### src/rtl/nph_clk_pkg.sv
// Shared types and helpers for the multi-phase clock generator.
package nph_clk_pkg;

    // Generator control states
    typedef enum logic [1:0] {
        ST_IDLE     = 2'd0,
        ST_RUN      = 2'd1,
        ST_ROT_HOLD = 2'd2
    } nph_state_t;

    // Phase counter width: enough to hold NPH * (2^DIVW - 1)
    function automatic int cnt_width(input int divw, input int nph);
        return divw + $clog2(nph);
    endfunction

endpackage

### src/rtl/nph_ph_decode.sv
// Single-phase decoder: output is high for the first half of the period
// measured from this phase's offset, modulo the period.
module nph_ph_decode
    import nph_clk_pkg::*;
#(
    parameter int CW = 10
) (
    input  logic [CW-1:0] i_cnt,
    input  logic [CW-1:0] i_off,
    input  logic [CW-1:0] i_per,
    output logic          o_ck
);

    logic [CW-1:0] w_diff;

    // Counter position relative to this phase's offset, wrapped into [0, PER)
    always_comb begin
        if (i_cnt >= i_off) begin
            w_diff = i_cnt - i_off;
        end else begin
            w_diff = i_cnt + (i_per - i_off);
        end
    end

    assign o_ck = (w_diff < (i_per >> 1));

endmodule

### src/rtl/nph_clk_gen.sv
// N-phase clock generator with programmable phase spacing and
// lead/lag phase rotation through a ready/valid handshake.
module nph_clk_gen
    import nph_clk_pkg::*;
#(
    parameter int NPH     = 4,
    parameter int DIVW    = 8,
    parameter int ROT_GAP = 4
) (
    input  logic            clk,
    input  logic            rstn,
    input  logic            en,
    input  logic [DIVW-1:0] div,
    input  logic            rot_valid,
    input  logic            rot_dir,
    output logic            rot_ready,
    output logic [NPH-1:0]  cko,
    output logic [NPH-1:0]  ckob,
    output logic            lock
);

    localparam int CW = cnt_width(DIVW, NPH);
    localparam int HW = (ROT_GAP > 1) ? $clog2(ROT_GAP) : 1;
    localparam logic [CW:0] LEAD_STEP = 2;

    nph_state_t      r_state;
    nph_state_t      w_state_nxt;
    logic [CW-1:0]   r_cnt;
    logic [CW-1:0]   w_cnt_nxt;
    logic [DIVW-1:0] r_div_q;
    logic [DIVW-1:0] w_div_nxt;
    logic [HW-1:0]   r_hold;
    logic [HW-1:0]   w_hold_nxt;
    logic            r_lock;
    logic            w_lock_nxt;
    logic [NPH-1:0]  r_cko;
    logic            r_rot_ready;

    logic [DIVW-1:0] w_div_in;
    logic [CW-1:0]   w_per;
    logic [CW-1:0]   w_per_nxt;
    logic [CW-1:0]   w_inc;
    logic [CW:0]     w_sum;
    logic [CW-1:0]   w_lead;
    logic            w_wrap;
    logic [NPH-1:0]  w_ph;

    // A zero divide is treated as the smallest legal spacing
    assign w_div_in  = (div == '0) ? DIVW'(1) : div;
    assign w_per     = CW'(NPH) * CW'(r_div_q);
    assign w_per_nxt = CW'(NPH) * CW'(w_div_nxt);

    // Normal advance and two-step lead advance, both modulo the current period
    assign w_inc  = (r_cnt >= w_per - CW'(1)) ? '0 : r_cnt + CW'(1);
    assign w_sum  = {1'b0, r_cnt} + LEAD_STEP;
    assign w_lead = (w_sum >= {1'b0, w_per}) ? CW'(w_sum - {1'b0, w_per}) : CW'(w_sum);

    // Next-state, counter, divide latch, hold counter and lock
    always_comb begin
        w_state_nxt = r_state;
        w_cnt_nxt   = r_cnt;
        w_div_nxt   = r_div_q;
        w_hold_nxt  = r_hold;
        w_lock_nxt  = r_lock;
        w_wrap      = 1'b0;
        case (r_state)
            ST_IDLE: begin
                w_cnt_nxt  = '0;
                w_hold_nxt = '0;
                w_lock_nxt = 1'b0;
                if (en) begin
                    w_state_nxt = ST_RUN;
                    w_div_nxt   = w_div_in;
                end
            end
            ST_RUN: begin
                if (!en) begin
                    // Disable wins over any simultaneous rotation request
                    w_state_nxt = ST_IDLE;
                    w_cnt_nxt   = '0;
                    w_hold_nxt  = '0;
                    w_lock_nxt  = 1'b0;
                end else if (rot_valid) begin
                    // Lag simply holds the counter for this cycle
                    if (rot_dir) begin
                        w_cnt_nxt = w_lead;
                        w_wrap    = (w_lead == '0);
                    end
                    w_state_nxt = ST_ROT_HOLD;
                    w_hold_nxt  = HW'(ROT_GAP - 1);
                end else begin
                    w_cnt_nxt = w_inc;
                    w_wrap    = (w_inc == '0);
                end
            end
            ST_ROT_HOLD: begin
                if (!en) begin
                    w_state_nxt = ST_IDLE;
                    w_cnt_nxt   = '0;
                    w_hold_nxt  = '0;
                    w_lock_nxt  = 1'b0;
                end else begin
                    w_cnt_nxt = w_inc;
                    w_wrap    = (w_inc == '0);
                    if (r_hold == '0) begin
                        w_state_nxt = ST_RUN;
                    end else begin
                        w_hold_nxt = r_hold - HW'(1);
                    end
                end
            end
            default: begin
                w_state_nxt = ST_IDLE;
                w_cnt_nxt   = '0;
                w_hold_nxt  = '0;
                w_lock_nxt  = 1'b0;
            end
        endcase
        // Period boundary: pick up a new divide and declare lock
        if (w_wrap) begin
            w_div_nxt  = w_div_in;
            w_lock_nxt = 1'b1;
        end
    end

    // One decoder per phase, fed with next-state values so cko lines up with cnt
    for (genvar k = 0; k < NPH; k++) begin : g_ph
        logic [CW-1:0] w_off;
        assign w_off = CW'(k) * CW'(w_div_nxt);
        nph_ph_decode #(
            .CW (CW)
        ) u_dec (
            .i_cnt (w_cnt_nxt),
            .i_off (w_off),
            .i_per (w_per_nxt),
            .o_ck  (w_ph[k])
        );
    end

    // State and output registers with synchronous active-low reset
    always_ff @(posedge clk) begin
        if (!rstn) begin
            r_state     <= ST_IDLE;
            r_cnt       <= '0;
            r_div_q     <= DIVW'(1);
            r_hold      <= '0;
            r_lock      <= 1'b0;
            r_cko       <= '0;
            r_rot_ready <= 1'b0;
        end else begin
            r_state     <= w_state_nxt;
            r_cnt       <= w_cnt_nxt;
            r_div_q     <= w_div_nxt;
            r_hold      <= w_hold_nxt;
            r_lock      <= w_lock_nxt;
            r_cko       <= (w_state_nxt == ST_IDLE) ? '0 : w_ph;
            r_rot_ready <= (w_state_nxt == ST_RUN);
        end
    end

    assign cko       = r_cko;
    assign ckob      = ~r_cko;
    assign lock      = r_lock;
    assign rot_ready = r_rot_ready;

endmodule

### config.mk
export PLATFORM = sky130hd
export DESIGN_NAME = nph_clk_gen
export DESIGN_NICKNAME = d
export VERILOG_FILES = /design/src/rtl/nph_clk_pkg.sv /design/src/rtl/nph_ph_decode.sv /design/src/rtl/nph_clk_gen.sv
export SDC_FILE = /design/constraint.sdc
export NUM_CORES = 1
export LEC_CHECK = 0
export ABC_AREA = 1
export BUFFER_PORTS_ARGS = -buffer_cell sky130_fd_sc_hd__buf_2
export CAP_MARGIN = 0
export CORE_UTILIZATION = 50
export CTS_CLUSTER_DIAMETER = 100
export CTS_CLUSTER_SIZE = 10
export DETAILED_ROUTE_END_ITERATION = 6
export GPL_ROUTABILITY_DRIVEN = 0
export PLACE_DENSITY = 0.68
export SYNTH_ARGS = -nofsm -noshare
export SYNTH_HDL_FRONTEND = slang
export SYNTH_SLANG_ARGS = --single-unit
### constraint.sdc
create_clock -name clk -period 10.3 [get_ports clk]
set_clock_uncertainty 0.2 [all_clocks]
set_input_delay 1.545 -clock clk [delete_from_list [all_inputs] [get_ports clk]]
set_output_delay 1.545 -clock clk [all_outputs]
set_load 0.02 [all_outputs]
==> flow_metrics.tcl <==
set metrics [dict create \
    hold_buffers 0 \
    worstMarginPinSlew_ns 0.749 \
    htreeDepth 1 \
    rsz0062_at_grt "false" \
    ctsResizeCount 0 \
    finalSetupViolCount 0 \
    die_w_um 114 \
    cp_data_required_time_ns 10.32 \
    p_leak_uw 0.00363 \
    layout-drive-gt1-share 0.0860 \
    cpMaxStageDelayCell "mux2i_1" \
    vias_per_cell 5.26 \
    worst_skew_pair.late_latency_ns 0.28 \
    grt_pass1_wl_um 27700 \
    dp_cells 1118 \
    nFillCells 1257 \
    synth_area_um2 6290 \
    fin_crit_sh 0.824 \
    cp_max_fo 14 \
    layout_min_cycle_time_ns 8.49 \
    clk_path_buf_depth 2 \
    drtIter0Drc 383 \
    ant_nets 0 \
    fin_setup_tns_ns 0 \
    power.density_nw_per_um2 148 \
    relSlewSlack 0.486 \
    cts_tree "done" \
    grt_use_total 0.273 \
    worst_hold_slack_ns 0.340 \
    clock.fmax_mhz 118 \
    finalNetCount 1100 \
    finalHoldViolations 0 \
    drt-total-wl_um 16500 \
    wl_per_cell_um 14.7 \
    synth-seq-area-share 0.0891 \
    antenna_found_initial 0 \
    yosysWarnings 0 \
    syn_area_per_cell_um2 6.77 \
    ir_drop_mv 0.112 \
    ioPinCount 23 \
    grt_overflow_total 0 \
    max_stage_delay_ns 0.72 \
    crit_type "flop to flop" \
    crit_top_cell "nand2_1" \
    synth-seq-cells 28 \
    die_y_um 114 \
    endpoint_kind "flop" \
    final_util 0.553 \
    startpoint_type "flop" \
    root_buffer "clkbuf_16" \
    drv_cap 0 \
    grt_max_degree 20 \
    synth_cell_type_count 49 \
    start_util 0.517 \
    synthCells 930 \
    dpl.hpwl_um 13900 \
    grt_pass1_vias 5860 \
    syn_to_final_growth_pct 6.84 \
    diodes 0 \
    outcome "finished clean" \
    crit_arrival_ns 8.51 \
    port_buffers 22 \
    rows 40 \
    vias 5905 \
    cts_made_buffers 3 \
    hold_path.class "flop to flop" \
    clk_pin_slew_ns 0.08 \
    first_pass_iters 5 \
    instances_no_fill 1122 \
    syn-num-nets 1075 \
    cts_setup_buffers 0 \
    slew_violations 0 \
    cts.sinks 28 \
    die_area_um2 13000 \
    core_area_um2 12200 \
    drc 0 \
]
-- layout make-up --
type,instances,area (um2),area share
inverter,177,664,0.0988
sequential,28,561,0.0834
tap,168,210,0.0313
clock inverter,1,30.0,0.00447
multi-input combinational,716,5020,0.747
clock buffer,3,75.1,0.0112
timing repair buffer,29,163,0.0242
-- registers in the layout (all words and copies together) (netlist names) --
name / cells
cko: 4
lock: 1
r_cnt: 10
r_div_q: 8
r_hold: 2
r_state: 2
rot_ready: 1
-- cell usage in the layout (no fill, tap or decap), types with 2 or more instances in the layout --
cell and instances:
nand2_1 167, nor2_2 4, mux2i_1 5, a211oi_1 2, a21oi_4 2, buf_4 7
nor3_1 10, nand3_4 2, o221ai_1 2, a31oi_1 2, or2_2 5, o21a_1 3
nand3_1 43, dfxtp_1 28, a21oi_1 69, nand2_4 8, o211ai_1 8, nand4_1 9
o31ai_1 4, a21o_1 2, nand3_2 6, xnor2_1 24, fa_1 25, nand2_2 8
o21ai_1 14, a21oi_2 2, clkbuf_16 3, nand3b_1 5, o21bai_1 8, inv_2 6
ha_1 107, xor2_1 35, o21ai_2 2, buf_2 22, o21ai_0 36, inv_1 170
nor2_1 88
-- cells by family after synthesis --
kind of cell,Yosys count,share of synthesized area
AOI/OAI and AO/OA,160,0.149
xor gates and xnor gates,60,0.0865
adders and majority gates,132,0.292
buffers and inverters,186,0.113
DFF,28,0.0891
muxes,5,0.00795
and+or+nand+nor,359,0.262
-- worst max-delay path, delay by kind of cell (launching register included) --
| kind | cells | cell delay, ns |
|---|---|---|
| simple gates | 27 | 2.24 |
| buf+inv | 3 | 0.46 |
| xor+xnor | 2 | 0.56 |
| compound gates | 9 | 1.76 |
| fa+ha+maj | 6 | 1.94 |
| mux | 1 | 0.72 |
| flops | 1 | 0.52 |
-- synthesized netlist by cell type, drive strengths merged --
| master | instances | area (um2) |
|---|---|---|
| a211oi | 2 | 15.0 |
| a21o | 2 | 15.0 |
| a21oi | 73 | 395 |
| a31oi | 2 | 12.5 |
| a41o | 1 | 10.0 |
| and3 | 1 | 6.26 |
| buf | 5 | 32.5 |
| clkbuf | 4 | 15.0 |
| clkinv | 1 | 3.75 |
| dfxtp | 28 | 561 |
| fa | 25 | 500 |
| ha | 107 | 1340 |
| inv | 176 | 661 |
| mux2i | 5 | 50.1 |
| nand2 | 184 | 787 |
| nand3 | 51 | 310 |
| nand3b | 5 | 37.5 |
| nand4 | 9 | 56.3 |
| nor2 | 93 | 367 |
| nor3 | 10 | 50.1 |
| nor4 | 1 | 6.26 |
| o2111ai | 1 | 8.76 |
| o211ai | 8 | 60.1 |
| o21a | 3 | 22.5 |
| o21ai | 52 | 268 |
| o21bai | 8 | 60.1 |
| o221ai | 2 | 17.5 |
| o311ai | 1 | 8.76 |
| o31ai | 5 | 42.5 |
| or2 | 5 | 31.3 |
| xnor2 | 24 | 210 |
| xor2 | 36 | 334 |
-- through the flow --
| stage | setup slack [ns] | power (uW) | cell area [um2] |
|---|---|---|---|
| 6_report | 1.81 | 997 | 6720 |
| 5_1_grt | 0.929 | 1120 | 6720 |
| 4_1_cts | 1.89 | 1000 | 6720 |
| 3_5_place_dp | 1.93 | 876 | 6620 |
| 3_3_place_gp | 2.18 | 870 | 6620 |
| 2_1_floorplan | 2.69 | 710 | 6290 |
-- routing by layer --
layer	routed length [um]	GRT usage	up-vias	part of all wire
met4	858	0.144	0	0.052
met3	602	0.0233	51	0.036
met1	7340	0.333	2666	0.44
met2	7740	0.478	135	0.47
met5	0	0	-	0
li1	-	-	3053	-
-- where the power goes --
part / internal [uW] / switching, uW / leakage, uW
clock: 77.7 / 43.2 / 0.0000511
sequential: 116 / 6.28 / 0.000229
combinational: 308 / 445 / 0.00335
-- worst paths after layout --
check           start     end  slack [ns]  depth (start not counted)
min reg2reg      lock    lock        0.34                          2
max          r_cnt[2]  cko[3]        1.81                         48
min              lock    lock        0.34                          2
max reg2reg  r_cnt[2]  cko[3]        1.81                         48
(Power assumes the default switching activity.)
